### src/rtl/shot_collider.sv
`default_nettype none
// ============================================================================
// Module      : shot_collider
// Description : Player shot launcher and enemy collision detector.
//               A fire edge in the play scene launches one shot at the player
//               X position. The shot rises on each game tick and is tested
//               against the enemy every cycle. On a hit the shot is parked,
//               o_colision is held through a cooldown window, and the score
//               increments. Enemies reaching the bottom are counted as misses.
// Ports       : clk, rst (async, active high), i_clk_en (game tick strobe),
//               i_scene, i_fire (level), i_player_x, i_ennemy_x/y, i_avoided
//               -> o_shot_x/y, o_shot_active, o_colision, o_score, o_misses
// Revision    : 1.0 - initial release
// ============================================================================
module shot_collider #(
  parameter logic [1:0] PLAY_SCENE = 2'd1,
  parameter logic [8:0] SHOT_Y0    = 9'd220,
  parameter logic [8:0] SPEED      = 9'd2,
  parameter logic [8:0] HIT_W      = 9'd12,
  parameter logic [8:0] HIT_H      = 9'd12,
  parameter logic [3:0] COOLDOWN   = 4'd8,
  parameter logic [8:0] PARK_X     = 9'd400
) (
  input  logic       clk,
  input  logic       rst,
  input  logic       i_clk_en,
  input  logic [1:0] i_scene,
  input  logic       i_fire,
  input  logic [8:0] i_player_x,
  input  logic [8:0] i_ennemy_x,
  input  logic [8:0] i_ennemy_y,
  input  logic       i_avoided,
  output logic [8:0] o_shot_x,
  output logic [8:0] o_shot_y,
  output logic       o_shot_active,
  output logic       o_colision,
  output logic [7:0] o_score,
  output logic [7:0] o_misses
);

  typedef enum logic [1:0] {
    S_IDLE   = 2'd0,
    S_FLIGHT = 2'd1,
    S_HIT    = 2'd2
  } state_t;

  localparam logic [8:0] c_SCREEN_W = 9'd320;
  localparam logic [3:0] c_COOL_END = COOLDOWN - 4'd1;

  state_t     r_state, w_state_nx;
  logic [8:0] r_shot_x, w_shot_x_nx;
  logic [8:0] r_shot_y, w_shot_y_nx;
  logic       r_colision, w_colision_nx;
  logic [3:0] r_cool, w_cool_nx;
  logic [7:0] r_score, w_score_nx;
  logic [7:0] r_misses, w_misses_nx;
  logic       r_fire_q;
  logic [1:0] r_scene_q;

  logic              w_play, w_enter, w_fire_edge, w_hit, w_score_inc;
  logic signed [9:0] w_dx, w_dy;
  logic        [9:0] w_adx, w_ady;

  assign w_play      = (i_scene == PLAY_SCENE);
  assign w_enter     = w_play && (r_scene_q != PLAY_SCENE);
  assign w_fire_edge = i_fire & ~r_fire_q;

  // Differences are taken at 10 bits so a far-right shot against a
  // left-edge enemy cannot alias into a small distance.
  assign w_dx  = $signed({1'b0, r_shot_x}) - $signed({1'b0, i_ennemy_x});
  assign w_dy  = $signed({1'b0, r_shot_y}) - $signed({1'b0, i_ennemy_y});
  assign w_adx = w_dx[9] ? 10'(-w_dx) : 10'(w_dx);
  assign w_ady = w_dy[9] ? 10'(-w_dy) : 10'(w_dy);
  assign w_hit = (i_ennemy_x < c_SCREEN_W) &&
                 (w_adx < {1'b0, HIT_W}) && (w_ady < {1'b0, HIT_H});

  always_comb begin
    w_state_nx    = r_state;
    w_shot_x_nx   = r_shot_x;
    w_shot_y_nx   = r_shot_y;
    w_colision_nx = r_colision;
    w_cool_nx     = r_cool;
    w_score_inc   = 1'b0;

    if (!w_play) begin
      w_state_nx    = S_IDLE;
      w_shot_x_nx   = PARK_X;
      w_colision_nx = 1'b0;
    end else begin
      case (r_state)
        S_IDLE: begin
          if (w_fire_edge) begin
            w_state_nx  = S_FLIGHT;
            w_shot_x_nx = i_player_x;
            w_shot_y_nx = SHOT_Y0;
          end
        end
        S_FLIGHT: begin
          if (w_hit) begin
            w_state_nx    = S_HIT;
            w_shot_x_nx   = PARK_X;
            w_colision_nx = 1'b1;
            w_cool_nx     = 4'd0;
            w_score_inc   = 1'b1;
          end else if (i_clk_en && (r_shot_y < SPEED)) begin
            w_state_nx  = S_IDLE;
            w_shot_x_nx = PARK_X;
          end else if (i_clk_en) begin
            w_shot_y_nx = r_shot_y - SPEED;
          end
        end
        S_HIT: begin
          // Held for the whole window: the enemy only samples on non-tick cycles.
          w_colision_nx = 1'b1;
          if (i_clk_en) begin
            if (r_cool == c_COOL_END) begin
              w_state_nx    = S_IDLE;
              w_colision_nx = 1'b0;
            end else begin
              w_cool_nx = r_cool + 4'd1;
            end
          end
        end
        default: begin
          w_state_nx    = S_IDLE;
          w_shot_x_nx   = PARK_X;
          w_colision_nx = 1'b0;
        end
      endcase
    end

    // Counters restart on entry to the play scene and freeze outside it.
    w_score_nx  = r_score;
    w_misses_nx = r_misses;
    if (w_enter) begin
      w_score_nx  = 8'd0;
      w_misses_nx = 8'd0;
    end else if (w_play) begin
      if (w_score_inc && (r_score != 8'hFF)) w_score_nx = r_score + 8'd1;
      if (i_avoided && (r_misses != 8'hFF)) w_misses_nx = r_misses + 8'd1;
    end
  end

  always_ff @(posedge clk or posedge rst) begin
    if (rst) begin
      r_state    <= S_IDLE;
      r_shot_x   <= PARK_X;
      r_shot_y   <= 9'd0;
      r_colision <= 1'b0;
      r_cool     <= 4'd0;
      r_score    <= 8'd0;
      r_misses   <= 8'd0;
      r_fire_q   <= 1'b0;
      r_scene_q  <= 2'd0;
    end else begin
      r_state    <= w_state_nx;
      r_shot_x   <= w_shot_x_nx;
      r_shot_y   <= w_shot_y_nx;
      r_colision <= w_colision_nx;
      r_cool     <= w_cool_nx;
      r_score    <= w_score_nx;
      r_misses   <= w_misses_nx;
      r_fire_q   <= i_fire;
      r_scene_q  <= i_scene;
    end
  end

  assign o_shot_x      = r_shot_x;
  assign o_shot_y      = r_shot_y;
  assign o_shot_active = (r_state == S_FLIGHT);
  assign o_colision    = r_colision;
  assign o_score       = r_score;
  assign o_misses      = r_misses;

endmodule
`default_nettype wire

### config.mk
export PLATFORM = sky130hd
export DESIGN_NAME = shot_collider
export DESIGN_NICKNAME = d
export VERILOG_FILES = /design/src/rtl/shot_collider.sv
export SDC_FILE = /design/constraint.sdc
export NUM_CORES = 1
export LEC_CHECK = 0
export BUFFER_PORTS_ARGS = -buffer_cell sky130_fd_sc_hd__buf_4
export CAP_MARGIN = 10
export CORE_UTILIZATION = 44
export DETAILED_ROUTE_END_ITERATION = 12
export PLACE_DENSITY = 0.65
export RECOVER_POWER = 100
export SLEW_MARGIN = 20
export SYNTH_ARGS = -nofsm -noshare
export SYNTH_HDL_FRONTEND = slang
export SYNTH_SLANG_ARGS = --single-unit
### constraint.sdc
create_clock -name clk -period 10.3 [get_ports clk]
set_input_delay 1.03 -clock clk [delete_from_list [all_inputs] [get_ports clk]]
set_output_delay 1.03 -clock clk [all_outputs]
set_load 0.01 [all_outputs]
Yosys cells after proc, flatten, opt, wreduce, memory -nomap -nowiden
Index checks and enable logic that the tools add are counted.
W data, S select, Z words.
{"block": "classes", "n_addsub": 8, "n_mux": 37, "eq_ne": 21, "n_lt_le_gt_ge": 4, "n_reduce_logical": 19, "n_bitwise": 2}
{"op": "$mux W9", "n": 8}
{"op": "$mux W8", "n": 6}
{"op": "$pmux W9 S3", "n": 1}
{"op": "$lt A10 B4 Y1 const B", "n": 2}
{"op": "$mux W10", "n": 2}
{"op": "$neg A10 Y10", "n": 2}
{"op": "$sub A9 B9 Y10", "n": 2}
{"op": "$pmux W9 S2", "n": 1}
{"op": "$add A8 B1 Y8 const B", "n": 2}
{"op": "$ne A2 B2 Y1 const B", "n": 8}
{"op": "$ne A8 B8 Y1 const B", "n": 2}
{"op": "$mux W2", "n": 6}
{"op": "$mux W4", "n": 3}
{"op": "$reduce_bool A2 Y1", "n": 5}
{"op": "$lt A9 B2 Y1 const B", "n": 1}
{"op": "$lt A9 B9 Y1 const B", "n": 1}
{"op": "$ne A3 B3 Y1 const B", "n": 3}
{"op": "$sub A9 B2 Y9 const B", "n": 1}
{"op": "$pmux W4 S2", "n": 1}
{"op": "$mux W1", "n": 7}
{"op": "$logic_and A1 B1 Y1", "n": 6}
{"op": "$pmux W2 S3", "n": 1}
{"op": "$reduce_and A2 Y1", "n": 3}
{"op": "$reduce_and A6 Y1", "n": 1}
{"op": "14 further kinds", "n": 16}
{"block": "word_totals", "ff_bits": 44, "out_inout_bits": 36, "wordCells": 100}

Longest topological paths before layout
Gate-level depths: netlist (run 1).
{"block": "depth", "word_depth": 13, "mapped_depth": 14, "depth_no_buf": 13}

Least setup slack after synthesis (run 1)
OpenSTA, ideal clock, no wires.
{"block": "synth_path", "path_type": "input to register", "start": "in i_ennemy_x[0]", "end": "reg r_shot_x[2] (netlist: o_shot_x[2])", "path_stages": 12, "setup_slack_ns": 6.215, "path_buffers": 0, "required_ns": 10.172, "arrival_time_ns": 3.957, "path_cell_list": "ha_1 -> fa_1 -> nor2b_1 -> o2111a_1 -> o21a_1 -> o221ai_1 -> o21ai_1 -> mux2_2 -> nor4_4 -> nand2_4 -> a21oi_4 -> mux2_1"}
{"block": "synth_via", "elab_chain_len": 9, "word_cells_on_any_way": 12, "classes_between": "add/sub (2); order compare (2); eq/ne (1); mux (4); reduce/logical (3)"}
{"item": "start, declared", "line_no": "30", "rtl": "input logic [8:0] i_ennemy_x,"}
{"item": "$sub A9 B9 Y10", "line_no": "70", "rtl": "assign w_dx = $signed({1'b0, r_shot_x}) - $signed({1'b0, i_ennemy_x});"}
{"item": "$neg A10 Y10", "line_no": "72", "rtl": "assign w_adx = w_dx[9] ? 10'(-w_dx) : 10'(w_dx);"}
{"item": "$mux W10", "line_no": "72"}
{"item": "$lt A10 B4 Y1", "line_no": "75", "rtl": "(w_adx < {1'b0, HIT_W}) && (w_ady < {1'b0, HIT_H});"}
{"item": "$logic_and A1 B1 Y1 *", "line_no": "74", "rtl": "assign w_hit = (i_ennemy_x < c_SCREEN_W) &&"}
{"item": "$logic_and A1 B1 Y1 *", "line_no": "75"}
{"item": "$mux W9", "line_no": "99", "rtl": "if (w_hit) begin"}
{"item": "$pmux W9 S3", "line_no": "90", "rtl": "case (r_state)"}
{"item": "$mux W9", "line_no": "85", "rtl": "if (!w_play) begin"}
{"item": "end signal, assigned", "line_no": "157", "rtl": "r_shot_x <= w_shot_x_nx;"}
{"item": "end, declared", "line_no": "51", "rtl": "logic [8:0] r_shot_x, w_shot_x_nx;"}
Every way passes the cells marked *; elsewhere a longest branch is shown, timed or not.
A chain may end at the register's enable or synchronous reset.

Worst setup path after layout (run 1)
{"block": "layout_path", "start": "in i_ennemy_x[0]", "end": "reg r_shot_x[6] (netlist: o_shot_x[6])"}
The elaborated chain is that of the path after synthesis.

==> results.toml, run 1 <==
[clocking]
cts.clk_slew.worst_paths_ps = 100
cts_tree = "yes"
max-clock-path-buffers = 2
htree_levels = 2
clkSinkCount = 43
clock_latency_ps = 310
ctsHoldBuffers = 0
cts_root_buf = "clkbuf_8"
cts_resized = 0
post_cts_buffers = 0
cts_made_buffers = 5

[routing]
wire_per_inst_um = 14.0
drc = 0
wirelength_um = 8180
dr_total_vias = 3255
drtPass1Iterations = 4
ant_nets = 0
drtIter0Drc = 107
viasPerCell = 5.59

[floorplanning]
design.die.area_sq_um = 8400
core_sq_um = 7770
num_rows = 32
dieHeight_um = 91.6
die_w_um = 91.6
io_pins = 70
start_util_pct = 45.5

[worst_setup_path]
path_cells = "clkbuf_4 -> ha_1 -> fa_1 -> nor2b_1 -> o2111a_1 -> o21a_1 -> o221ai_1 -> o21ai_0 -> mux2_2 -> nor4_1 -> nand2_1 -> a21oi_1 -> mux2_1"
required_ps = 10500
crit_path_end_kind = "flop"
worst_path_max_delay_cell = "a21oi_1"
cp_max_fo = 26
critPathKind = "in -> reg"
slowest_delay_ps = 1020
start_kind = "primary input"
arrival_ps = 5940

[outcome]
violations = "max-capacitance violations, max-slew violations"
outcome = "finished, violations left"

[pwr]
p_leak_nw = 1.93
powerDensity_nw_per_um2 = 132
power.total_mw = 0.532
ir_worst_vdd_uv = 83.0

[yosys]
synth_cell_types = 66
synth-edff-count = 0
synth_area_sq_um = 3540
yosysSeqAreaShare_pct = 30.5
synth-seq-cells = 43
yosys_warnings = 0
syn_area_per_cell_sq_um = 8.50
async_flop_share_pct = 100
syn-num-nets = 477
synthCells = 416
ys.flop_type = "dfrtp_1"

[finish]
antenna_cells = 0
mostFrequentLayoutCells = "nor2_1, dfrtp_1, inv_1"
fin_util_pct = 52.0
nets = 540
final_area_sq_um = 4040
synthToLayoutAreaGrowth_pct = 14.3
drive_above_1_share_pct = 10.2
fillers = 800

[sta]
fin_skew_ps = 12.2
maxSlewViolCount = 44
hold_viol_final = 0
setup_tns_ps = 0
setup_viol = 0
whs_ps = 524
slew_headroom_pct = -55.4
fin_crit_sh_pct = 55.7
rsz0062_at_grt = "false"
min_period_ps = 5740
max_freq_ghz = 0.174
worst_pin_slew_ps = 2330

[place]
routabilityCongestion = 0.840
placed_area_sq_um = 4120
port_buffers = 68
dp_hpwl_um = 6300

[flow_run]
drv_cap = 1

[global_route]
grt_pass1_vias = 3085
grt_overflow = 0
grt_max_degree = 44
antenna_found_initial = 0
grtUsageTotal_pct = 19.9
grt_pass1_wl_um = 13700

[min_path]
holdCritPathClass = "reg -> reg"
-- final timing paths --
check                               from          end  slack [ps]  depth (start not counted)
min in group asynchronous            rst  o_shot_x[0]        1580                          3
hold / removal               o_shot_x[8]  o_shot_x[8]         520                          2
max in group asynchronous            rst   r_state[1]        7390                          3
hold reg to reg              o_shot_x[8]  o_shot_x[8]         520                          2
setup reg to reg             o_shot_x[0]  o_shot_x[6]        4960                         13
setup / recovery           i_ennemy_x[0]  o_shot_x[6]        4560                         13
-- per-stage QoR --
| stage | setup WS (ps) | cells |
|---|---|---|
| floorplan | 6220 | 416 |
| global placement | 5700 | 574 |
| detailed placement | 5590 | 574 |
| CTS | 5930 | 582 |
| global route | 4250 | 582 |
| finish | 4560 | 582 |
-- power breakdown --
group | switching (mW) | internal, mW | total [mW] | leakage [nW]
registers | 0.0173 | 0.182 | 0.199 | 0.549
logic | 0.126 | 0.0931 | 0.219 | 1.34
clock network | 0.0651 | 0.0486 | 0.114 | 0.0408
total | 0.208 | 0.323 | 0.532 | 1.93
-- kinds of logic after synthesis --
| kind of cell | after synthesis | share of synthesized area [%] |
|---|---|---|
| compound gates | 104 | 20.5 |
| buf+inv | 52 | 5.94 |
| other cells | 1 | 0.106 |
| mux | 21 | 6.19 |
| fa+ha+maj | 27 | 9.98 |
| simple gates | 152 | 22.6 |
| flops | 43 | 30.5 |
| xor+xnor | 16 | 4.18 |
-- Yosys cell counts (2+ instances only) --
cell	n	area (sq um)
a31oi_1	4	25.0
o2111ai_1	3	26.3
nor2b_1	8	50.1
o21a_1	6	45.0
nor2_1	40	150
xnor2_1	6	52.6
mux2_1	6	67.6
or4b_1	2	20.0
o21ai_0	14	70.1
nor3b_1	4	30.0
a32o_1	3	30.0
dfrtp_1	40	1000
xor2_1	9	78.8
nand3_1	12	60.1
inv_1	39	146
buf_2	3	15.0
o31ai_1	3	22.5
clkbuf_1	7	26.3
mux2i_1	14	140
nand4_1	11	68.8
a41oi_1	2	17.5
ha_1	25	313
or4_1	2	15.0
a221o_1	2	20.0
or3_1	4	25.0
nor3_1	11	55.1
o2111a_1	2	22.5
or2_2	2	12.5
fa_1	2	40.0
nand2b_1	6	37.5
a21oi_1	18	90.1
o22ai_1	4	25.0
a2111oi_0	2	17.5
and3_1	14	87.6
dfstp_2	3	78.8
o21ai_1	8	40.0
a21o_1	9	67.6
a211oi_1	12	90.1
nand2_1	27	101
-- registers in the layout, indices dropped and copies added, names as in the netlist --
name,count
r_fire_q,1
o_misses,8
r_state,2
r_cool,4
o_shot_y,8
o_colision,1
r_scene_q,2
o_score,8
o_shot_x,9
-- worst max-delay path: cells and delay by family --
kind / cells / cell delay, ps
compound gates: 5 / 1790
mux: 2 / 740
buf+inv: 1 / 110
fa+ha+maj: 2 / 610
simple gates: 3 / 1650
-- layout make-up --
type / instances / area (sq um) / share of cell area [%]
sequential: 43 / 1080 / 26.7
clock buffer: 5 / 68.8 / 1.70
timing repair buffer: 69 / 387 / 9.57
inverter: 39 / 146 / 3.62
tap: 102 / 128 / 3.16
clock inverter: 3 / 23.8 / 0.588
multi-input combinational: 321 / 2210 / 54.6
-- metal layers --
layer | vias to the layer above | track usage (%) | wire length [um]
met3 | 7 | 2.49 | 259
met4 | 0 | 4.89 | 70
li1 | 1629 | - | -
met1 | 1557 | 25.8 | 3920
met2 | 62 | 35.0 | 3920
met5 | - | 0 | 0
No activity file was read; power rests on OpenSTA's default activity.
==> run 2: changes to the inputs <==
ABC_AREA = 1   (was not set)
PLACE_DENSITY = 0.64   (was 0.65)
clock period = 5.95 ns   (was 10.3 ns; I/O delays follow)
==> results.toml, run 2 <==
[outcome]
outcome = "finished, violations left"
violations = "max-capacitance violations, max-slew violations"

[clocking]
max-clock-path-buffers = 2
cts.clk_slew.worst_paths_ps = 90
clock_latency_ps = 300
cts_made_buffers = 5
clkSinkCount = 43
cts_resized = 0
cts_tree = "yes"
cts_root_buf = "clkbuf_8"
ctsHoldBuffers = 0
post_cts_buffers = 0
htree_levels = 2

[sta]
fin_crit_sh_pct = 63.8
setup_tns_ps = 0
setup_viol = 0
hold_viol_final = 0
min_period_ps = 3800
max_freq_ghz = 0.263
maxSlewViolCount = 44
slew_headroom_pct = -56.6
worst_pin_slew_ps = 2350
rsz0062_at_grt = "false"
fin_skew_ps = 6.59

[finish]
drive_above_1_share_pct = 12.6
final_common_cell = "nand2_1"
final_area_sq_um = 4630
nets = 758
synthToLayoutAreaGrowth_pct = 12.2
largest_register_ffs = 9
final_cells = 806
fin_util_pct = 52.0
mostFrequentLayoutCells = "nand2_1, inv_1, nand3_1"
fillers = 954
antenna_cells = 0

[worst_setup_path]
cp_max_fo = 14
crit_path_end_kind = "flop"
path_cells = "ha_1 -> a21oi_1 -> nand2_1 -> nand2_1 -> nand2_1 -> nor2_1 -> nand2_1 -> nand2_1 -> nand2_1 -> nor2_1 -> nand3_1 -> nor2_1 -> nand2_2 -> nand4_1 -> nand2_1 -> nand2_1 -> nand2_1"
r2r_start = "o_shot_y[4]"
arrival_ps = 3990
critPathKind = "reg -> reg"
critical-path-top-delay-family = "simple AND/OR/NAND/NOR gates"
worst-path-buf-inv = 0
crit_start = "o_shot_y[4]"
required_ps = 6140
worst_path_max_delay_cell = "nor2_1"
cp_common_cell = "nand2_1"
start_kind = "flop"
slowest_delay_ps = 660

[routing]
dr_wl_met2_um = 4720
wirelength_um = 9810
met1Wirelength_um = 4590
highest_layer = "met4"
drtIter0Drc = 126
ant_nets = 0
dr_total_vias = 4116
drc = 0
viasPerCell = 5.11
drtPass1Iterations = 4
wire_per_inst_um = 12.2
dr_wl_met3_um = 420

[floorplanning]
die_w_um = 98.8
dieHeight_um = 98.8
num_rows = 34
core_sq_um = 8890
start_util_pct = 46.4
io_pins = 70
design.die.area_sq_um = 9760

[yosys]
yosys.area_share.simple_pct = 43.9
synth-seq-cells = 43
synthMuxAreaShare_pct = 0
synth_top_family_by_area = "simple AND/OR/NAND/NOR gates"
synth_compound_area_share_pct = 8.46
synth-edff-count = 0
async_flop_share_pct = 100
yosys_warnings = 0
synth_cell_types = 44
syn_area_per_cell_sq_um = 6.57
synth_commonest_cells = "nand2_1, inv_1, nand3_1, nor2_1, dfrtp_1"
synth_most_common_cell = "nand2_1"
yosysTopAreaCell = "dfrtp_1"
synth_xor_area_share_pct = 2.76
ys.flop_type = "dfrtp_1"
yosysSeqAreaShare_pct = 26.2
synth_area_sq_um = 4120
syn-num-nets = 689
synthCells = 628
synth.area.top_cells = "dfrtp_1, nand2_1, nand3_1"
synthAdderAreaFrac_pct = 8.56
synth_top_area_share_pct = 24.3

[global_route]
grt_overflow = 0
grtUsageTotal_pct = 21.1
grt_max_degree = 44
grt_pass1_wl_um = 17100
antenna_found_initial = 0
grt_pass1_vias = 3888

[place]
routabilityCongestion = 0.892
port_buffers = 68
dp_hpwl_um = 7970
dpl.cell_count = 798
placed_area_sq_um = 4720

[min_path]
holdCritPathClass = "in -> reg"
worstHoldStart = "i_scene[1]"

[pwr]
powerDensity_nw_per_um2 = 248
p_leak_nw = 2.48
ir_worst_vdd_uv = 178

[flow_run]
drv_cap = 1
-- run 2: changes by cell type after synthesis, sizes merged, moves of 7 or more --
cell / previous run / this run
a21o: 9 / 0
nand3: 12 / 74
mux2: 7 / 0
mux2i: 14 / 0
inv: 39 / 93
nor2: 40 / 63
nand2: 28 / 205
nand3b: 1 / 8
and3: 14 / 2
nor2b: 8 / 0
a211oi: 12 / 3
-- run 2: worst register-to-register path, cell delays in order (launching register included) --
cell and delay, ps:
dfrtp_1 490, ha_1 390, a21oi_1 320, nand2_1 90, nand2_1 60, nand2_1 50
nor2_1 660, nand2_1 140, nand2_1 110, nand2_1 60, nor2_1 80, nand3_1 90
nor2_1 240, nand2_2 110, nand4_1 340, nand2_1 290, nand2_1 120, nand2_1 50
-- run 2: through the flow --
stage / hold WS (ps) / worst slack, ps / total power [mW]
after floorplan: 467 / 3140 / 0.802
after global placement: 477 / 2800 / 0.945
after detailed placement: 487 / 2680 / 0.952
after CTS: 410 / 2960 / 1.19
after global routing: 426 / 1670 / 1.26
final: 424 / 2150 / 1.15
-- run 2: cells by family (layout without fill, tap and decap cells) --
kind of cell               after synthesis  after routing
AOI/OAI and AO/OA                       59             59
adders and majority gates               27             27
and+or+nand+nor                        384            384
other                                    1              1
xor gates and xnor gates                13             13
DFF                                     43             43
buffers and inverters                  101            171
-- run 2: routing by layer --
layer | global-route usage (%) | vias up
li1 | - | 2151
met1 | 27.5 | 1886
met2 | 37.1 | 73
met3 | 3.12 | 6
met4 | 4.59 | 0
met5 | 0 | -
-- run 2: final timing paths --
kind                                end  slack [ps]  cells after the start
setup / recovery            o_shot_x[0]        2150                     17
hold / removal             r_scene_q[1]         420                      1
setup reg to reg            o_shot_x[0]        2150                     17
hold reg to reg             o_shot_x[2]         520                      2
max in group asynchronous   o_misses[7]        3430                      3
min in group asynchronous     r_cool[0]        1160                      3
-- run 2: layout make-up --
type	count	area (sq um)	area share, %
tap	108	135	2.92
inverter	94	353	7.63
clock inverter	3	43.8	0.947
sequential	43	1080	23.3
multi-input combinational	484	2560	55.3
clock buffer	5	68.8	1.49
timing repair buffer	69	387	8.36
-- run 2: power by group --
group	leakage (nW)	switching [mW]	internal, mW
logic	1.86	0.357	0.205
clock network	0.0581	0.106	0.125
registers	0.560	0.0376	0.317
total	2.48	0.501	0.647
